## src/rtl/door_pkg.sv

```systemverilog
`default_nettype none
// ============================================================================
// Module   : door_pkg
// Purpose  : State encoding and default timing values for the door sequencer.
// Revision : 1.0 - initial release
// ============================================================================
package door_pkg;

   localparam logic [2:0] ST_CLOSED  = 3'd0;
   localparam logic [2:0] ST_OPENING = 3'd1;
   localparam logic [2:0] ST_OPEN    = 3'd2;
   localparam logic [2:0] ST_CLOSING = 3'd3;
   localparam logic [2:0] ST_STOPPED = 3'd4;
   localparam logic [2:0] ST_FAULT   = 3'd5;

   localparam int DEF_HOLD_CYCLES  = 1000;
   localparam int DEF_MOVE_TIMEOUT = 4000;

endpackage
`default_nettype wire

```

## src/rtl/sync2.sv

```systemverilog
`default_nettype none
// ============================================================================
// Module   : sync2
// Purpose  : Two-flop input synchronizer with enable-controlled freeze.
// Revision : 1.0 - initial release
// ============================================================================
module sync2 (
   input  logic clk,
   input  logic rst_n,
   input  logic en,
   input  logic d,
   output logic q
);

   logic [1:0] ff_q;
   logic [1:0] ff_d;

   always_comb begin
      ff_d = ff_q;
      if (en) ff_d = {ff_q[0], d};
   end

   always_ff @(posedge clk or negedge rst_n) begin
      if (!rst_n) ff_q <= 2'b00;
      else        ff_q <= ff_d;
   end

   assign q = ff_q[1];

endmodule
`default_nettype wire

```

## src/rtl/door_sequencer.sv

```systemverilog
`default_nettype none
// ============================================================================
// Module   : door_sequencer
// Purpose  : Automatic door controller FSM with dwell and motion timeouts.
// Revision : 1.0 - initial release
// ============================================================================
module door_sequencer
   import door_pkg::*;
#(
   parameter int HOLD_CYCLES  = DEF_HOLD_CYCLES,
   parameter int MOVE_TIMEOUT = DEF_MOVE_TIMEOUT
) (
   input  logic       clk,
   input  logic       rst_n,
   input  logic       ena,
   input  logic       sensor,
   input  logic       estop,
   input  logic       lim_open,
   input  logic       lim_closed,
   output logic       motor_open,
   output logic       motor_close,
   output logic [2:0] state,
   output logic       fault
);

   localparam int HW = $clog2(HOLD_CYCLES + 1);
   localparam int MW = $clog2(MOVE_TIMEOUT + 1);
   localparam logic [HW-1:0] HOLD_LOAD = HW'(HOLD_CYCLES);
   localparam logic [MW-1:0] MOVE_MAX  = MW'(MOVE_TIMEOUT);
   localparam logic [MW-1:0] MOVE_LAST = MW'(MOVE_TIMEOUT - 1);

   logic          sensor_s, estop_s, lim_open_s, lim_closed_s;
   logic [2:0]    state_q, state_d;
   logic [HW-1:0] hold_q, hold_d;
   logic [MW-1:0] move_q, move_d;
   logic          w_move_done, w_hold_done;

   sync2 u_sync_sensor  (.clk(clk), .rst_n(rst_n), .en(ena), .d(sensor),     .q(sensor_s));
   sync2 u_sync_estop   (.clk(clk), .rst_n(rst_n), .en(ena), .d(estop),      .q(estop_s));
   sync2 u_sync_lim_opn (.clk(clk), .rst_n(rst_n), .en(ena), .d(lim_open),   .q(lim_open_s));
   sync2 u_sync_lim_cls (.clk(clk), .rst_n(rst_n), .en(ena), .d(lim_closed), .q(lim_closed_s));

   // Counter reaches its limit on the same edge that the state changes.
   assign w_move_done = (move_q >= MOVE_LAST);
   assign w_hold_done = (hold_q <= HW'(1));

   always_ff @(posedge clk or negedge rst_n) begin
      if (!rst_n) begin
         state_q <= ST_CLOSED;
         hold_q  <= '0;
         move_q  <= '0;
      end else begin
         state_q <= state_d;
         hold_q  <= hold_d;
         move_q  <= move_d;
      end
   end

   always_comb begin
      state_d = state_q;
      if (state_q > ST_FAULT) begin
         state_d = ST_FAULT;
      end else if (ena && state_q != ST_FAULT) begin
         if (lim_open_s && lim_closed_s) begin
            state_d = ST_FAULT;
         end else if (estop_s) begin
            state_d = ST_STOPPED;
         end else begin
            case (state_q)
               ST_CLOSED:  if (sensor_s) state_d = ST_OPENING;
               ST_OPENING: begin
                  if (lim_open_s)       state_d = ST_OPEN;
                  else if (w_move_done) state_d = ST_FAULT;
               end
               ST_OPEN:    if (!sensor_s && w_hold_done) state_d = ST_CLOSING;
               ST_CLOSING: begin
                  if (sensor_s)          state_d = ST_OPENING;
                  else if (lim_closed_s) state_d = ST_CLOSED;
                  else if (w_move_done)  state_d = ST_FAULT;
               end
               ST_STOPPED: state_d = lim_closed_s ? ST_CLOSED : ST_OPENING;
               default:    state_d = ST_FAULT;
            endcase
         end
      end
   end

   // A CLOSING->OPENING reversal counts as an entry and restarts the move timer.
   always_comb begin
      move_d = move_q;
      hold_d = hold_q;
      if (ena) begin
         if ((state_d == ST_OPENING || state_d == ST_CLOSING) && state_d != state_q)
            move_d = '0;
         else if (move_q < MOVE_MAX)
            move_d = move_q + 1'b1;

         if (state_d == ST_OPEN && state_q != ST_OPEN)
            hold_d = HOLD_LOAD;
         else if (state_q == ST_OPEN) begin
            if (sensor_s)          hold_d = HOLD_LOAD;
            else if (hold_q != '0) hold_d = hold_q - 1'b1;
         end
      end
   end

   always_comb begin
      motor_open  = ena && (state_q == ST_OPENING);
      motor_close = ena && (state_q == ST_CLOSING);
      fault       = (state_q == ST_FAULT);
   end

   assign state = state_q;

endmodule
`default_nettype wire

```

## config.mk

```make
export PLATFORM = sky130hd
export DESIGN_NAME = door_sequencer
export DESIGN_NICKNAME = d
export VERILOG_FILES = /design/src/rtl/door_pkg.sv /design/src/rtl/sync2.sv /design/src/rtl/door_sequencer.sv
export SDC_FILE = /design/constraint.sdc
export NUM_CORES = 1
export LEC_CHECK = 0
export ABC_AREA = 1
export ABC_CLOCK_PERIOD_IN_PS = 3500
export CAP_MARGIN = 20
export CELL_PAD_IN_SITES_DETAIL_PLACEMENT = 2
export CELL_PAD_IN_SITES_GLOBAL_PLACEMENT = 2
export CORE_UTILIZATION = 35
export CTS_CLUSTER_SIZE = 10
export DETAILED_ROUTE_END_ITERATION = 16
export PLACE_DENSITY = 0.85
export SYNTH_ARGS = -nofsm -noshare
export SYNTH_HDL_FRONTEND = slang
export SYNTH_SLANG_ARGS = --single-unit
```

## constraint.sdc

```tcl
create_clock -name clk -period 3.5 [get_ports clk]
set_input_delay 0.35 -clock clk [delete_from_list [all_inputs] [get_ports clk]]
set_output_delay 0.35 -clock clk [all_outputs]
set_load 0.005 [all_outputs]
```

==> impl_metrics.tcl <==
set metrics [dict create \
    power_leakage_nw 1.17 \
    worst_pin_slew_ns 0.448 \
    cp_cell_sequence "clkdlybuf4s50_1, buf_4, inv_1, nor2_1, clkdlybuf4s50_1" \
    final.setup.tns_ns 0 \
    place_ws_ns 1.04 \
    ctsResizeCount 0 \
    vias_per_cell 5.14 \
    clock-root-buffer "clkbuf_8" \
    slowest_delay_ns 0.53 \
    cts.clk_slew.worst_paths_ns 0.07 \
    yosysUniqueCellTypes 32 \
    synth_common_cells "nand2_1 (59), inv_1 (36), dfrtp_1 (33), nand2_2 (27), nor2_1 (25)" \
    rsz0062_at_grt "no" \
    cts_made_buffers 5 \
    grt.total_usage_pct 20.7 \
    synth_edf_count 0 \
    crit_path_end_kind "primary output" \
    setup_violations 0 \
    cts_hold_buf 0 \
    fmax_mhz 406 \
    reg2reg_depth 17 \
    crit_family "buffers and inverters" \
    r2r_start "hold_q[0]" \
    max_slew_margin_pct 70.2 \
    grt_max_degree 34 \
    vias 1895 \
    postPlaceCellArea_um2 2300 \
    cts_sinks 33 \
    final.min_clock_period_ns 2.46 \
    critPathKind "in -> out" \
    vdd_drop_max_v 0.000257 \
    h-tree-depth 2 \
    fillers 712 \
    drc 0 \
    io_buffers 12 \
    drive_above_1_share_pct 18.0 \
    grt_pass1_wl_mm 9.97 \
    yosys_warnings 0 \
    grt-ovfl-total 0 \
    setup_ws_ns 1.04 \
    timing.critical_path.buf_inv 4 \
    stdcell_area_um2 2380 \
    outcome "finished clean" \
    syn_inst 279 \
    antenna_found_initial 0 \
    r2r-end "move_q[1]" \
    hpwl_mm 4.42 \
    cpMaxStageDelayCell "clkdlybuf4s50_1" \
    coreArea_um2 5890 \
    clock_skew_ns 0.00866 \
    rrSetupSlack_ns 1.22 \
    synth_flop_cell "dfrtp_1" \
    fp.dieW_um 80.1 \
    yosys-top-cells-area "dfrtp_1 (39%), nand2_1 (10%), nand2_2 (7.9%), inv_1 (6.3%), nand4_1 (5.3%)" \
    drtIter0Drc 43 \
    hp-class "in -> async" \
    dp_cells 362 \
    clockBufferDepth 2 \
    design.die.area_um2 6420 \
    syn_avg_cell_area_um2 7.66 \
    crit_top_cell "clkdlybuf4s50_1" \
    cts_tree "done" \
    antenna_cells 0 \
    crit_arrival_ns 2.11 \
    critPathMaxFanout 29 \
    ios 13 \
    worstSetupStartpoint "ena" \
    cts_setup_buffers 0 \
    first_pass_iters 4 \
    cellPowerDensity_nw_per_um2 626 \
    critPathCapture "motor_close" \
    clk_latency_ns 0.29 \
    maxSlewViolCount 0 \
    synth_top_area_cell "dfrtp_1" \
    start_util_pct 36.3 \
    yosys_register_bits 33 \
    area_delta_synth_final_pct 11.6 \
    async_reset_ff_share_pct 100 \
    ant_nets 0 \
    synth_top_area_share_pct 38.7 \
    post_drt_wl_per_cell_um 16.4 \
    critPathLaunchType "input port" \
    die_y_um 80.1 \
    grt_pass1_vias 2029 \
    syn-num-nets 290 \
    fin_crit_sh_pct 70.3 \
    drv_cap 0 \
    yosysSeqAreaShare_pct 38.7 \
    hold_viol 0 \
    nNetsFinal 305 \
    place_congestion 0.770 \
    core.rowCount 28 \
    synth_most_common_cell "nand2_1" \
    finalNonFillerCells 369 \
    cp.required_ns 3.15 \
    crit_cells 5 \
    finalWirelength_mm 6.04 \
    syn_area_um2 2140 \
]
-- cells in the final DEF (no fill, tap or decap), types with 2 or more instances in the layout --
| master | netlist | layout |
|---|---|---|
| o21ai_1 | 5 | 5 |
| xnor2_1 | 2 | 2 |
| inv_1 | 36 | 36 |
| nand2_1 | 59 | 59 |
| nand3_2 | 4 | 4 |
| nor3_1 | 4 | 4 |
| a21oi_1 | 6 | 6 |
| dfrtp_1 | 33 | 33 |
| clkdlybuf4s50_1 | 0 | 12 |
| nor2_1 | 25 | 25 |
| nand2_4 | 3 | 3 |
| nand2_2 | 27 | 27 |
| nand4_1 | 18 | 18 |
| clkbuf_8 | 1 | 6 |
| nand3_1 | 17 | 17 |
| nor2_2 | 4 | 4 |
| xor2_1 | 4 | 4 |
| buf_4 | 1 | 2 |
| inv_2 | 3 | 3 |
| ha_1 | 4 | 4 |
| o21ai_0 | 10 | 10 |
-- worst register-to-register path, stage by stage (launching register included) --
cell and delay [ns]:
dfrtp_1 0.40, inv_1 0.19, ha_1 0.18, inv_1 0.08, nand2_1 0.07, nand2_1 0.04, nor2_1 0.11, nand2_1 0.08
nand3_1 0.09, nand2_1 0.07, nand2_1 0.07, nand2_2 0.07, nor2_1 0.19, nand2_4 0.15, nand2_4 0.10, nand2_4 0.13
nand2_1 0.10, nand2_1 0.06
-- worst min-delay path by stage --
stage / start / end / slack, ns
2_1_floorplan: rst_n / hold_q[0] / 0.05
3_3_place_gp: u_sync_lim_opn.ff_q[0] / u_sync_lim_opn.ff_q[0] / 0.46
3_5_place_dp: u_sync_sensor.ff_q[0] / u_sync_sensor.ff_q[0] / 0.47
4_1_cts: rst_n / state[1] / 0.49
5_1_grt: rst_n / state[1] / 0.52
6_report: rst_n / state[0] / 0.48
-- kinds of logic (layout without fill, tap and decap cells) --
group | Yosys count | count (layout) | synth area share, %
compound gates | 25 | 25 | 6.33
xor+xnor | 6 | 6 | 2.46
fa+ha+maj | 4 | 4 | 2.34
buf+inv | 46 | 61 | 10.3
flops | 33 | 33 | 38.7
simple gates | 165 | 165 | 39.9
-- state kept, by name, indices dropped and copies added (netlist names) --
name,cells
state,3
u_sync_lim_opn.ff_q,2
hold_q,10
u_sync_lim_cls.ff_q,2
u_sync_estop.ff_q,2
move_q,12
u_sync_sensor.ff_q,2
-- stage by stage --
| step | util, % | power (mW) | hold slack, ns |
|---|---|---|---|
| after floorplan | - | 1.01 | 0.0544 |
| after global placement | 39.0 | 1.16 | 0.458 |
| after detailed placement | 39.0 | 1.21 | 0.468 |
| after CTS | 40.5 | 1.52 | 0.488 |
| after global routing | 40.5 | 1.60 | 0.523 |
| final | 40.5 | 1.49 | 0.477 |
-- area by class of cell --
cell class / instances / area [µm²] / share of cell area (%)
Timing Repair Buffer: 14 / 135 / 5.67
Sequential cell: 33 / 826 / 34.6
Tap cell: 75 / 93.8 / 3.94
Multi-Input combinational cell: 200 / 1090 / 45.7
Inverter: 40 / 153 / 6.40
Clock buffer: 7 / 86.3 / 3.62
-- power by group --
| group | total, mW | leakage [nW] | internal [mW] | switching (mW) |
|---|---|---|---|---|
| registers | 0.605 | 0.417 | 0.478 | 0.127 |
| clock network | 0.297 | 0.0443 | 0.156 | 0.141 |
| logic | 0.591 | 0.709 | 0.220 | 0.370 |
| total | 1.49 | 1.17 | 0.854 | 0.639 |
-- routing by layer --
metal | GRT usage (%) | vias to the layer above | wire (µm)
met5 | 0 | - | 0
met2 | 39.1 | 17 | 3140
li1 | - | 926 | -
met1 | 23.9 | 947 | 2750
met4 | 4.82 | 0 | 61
met3 | 3.75 | 5 | 93
Power figures use the tool's default switching activity.
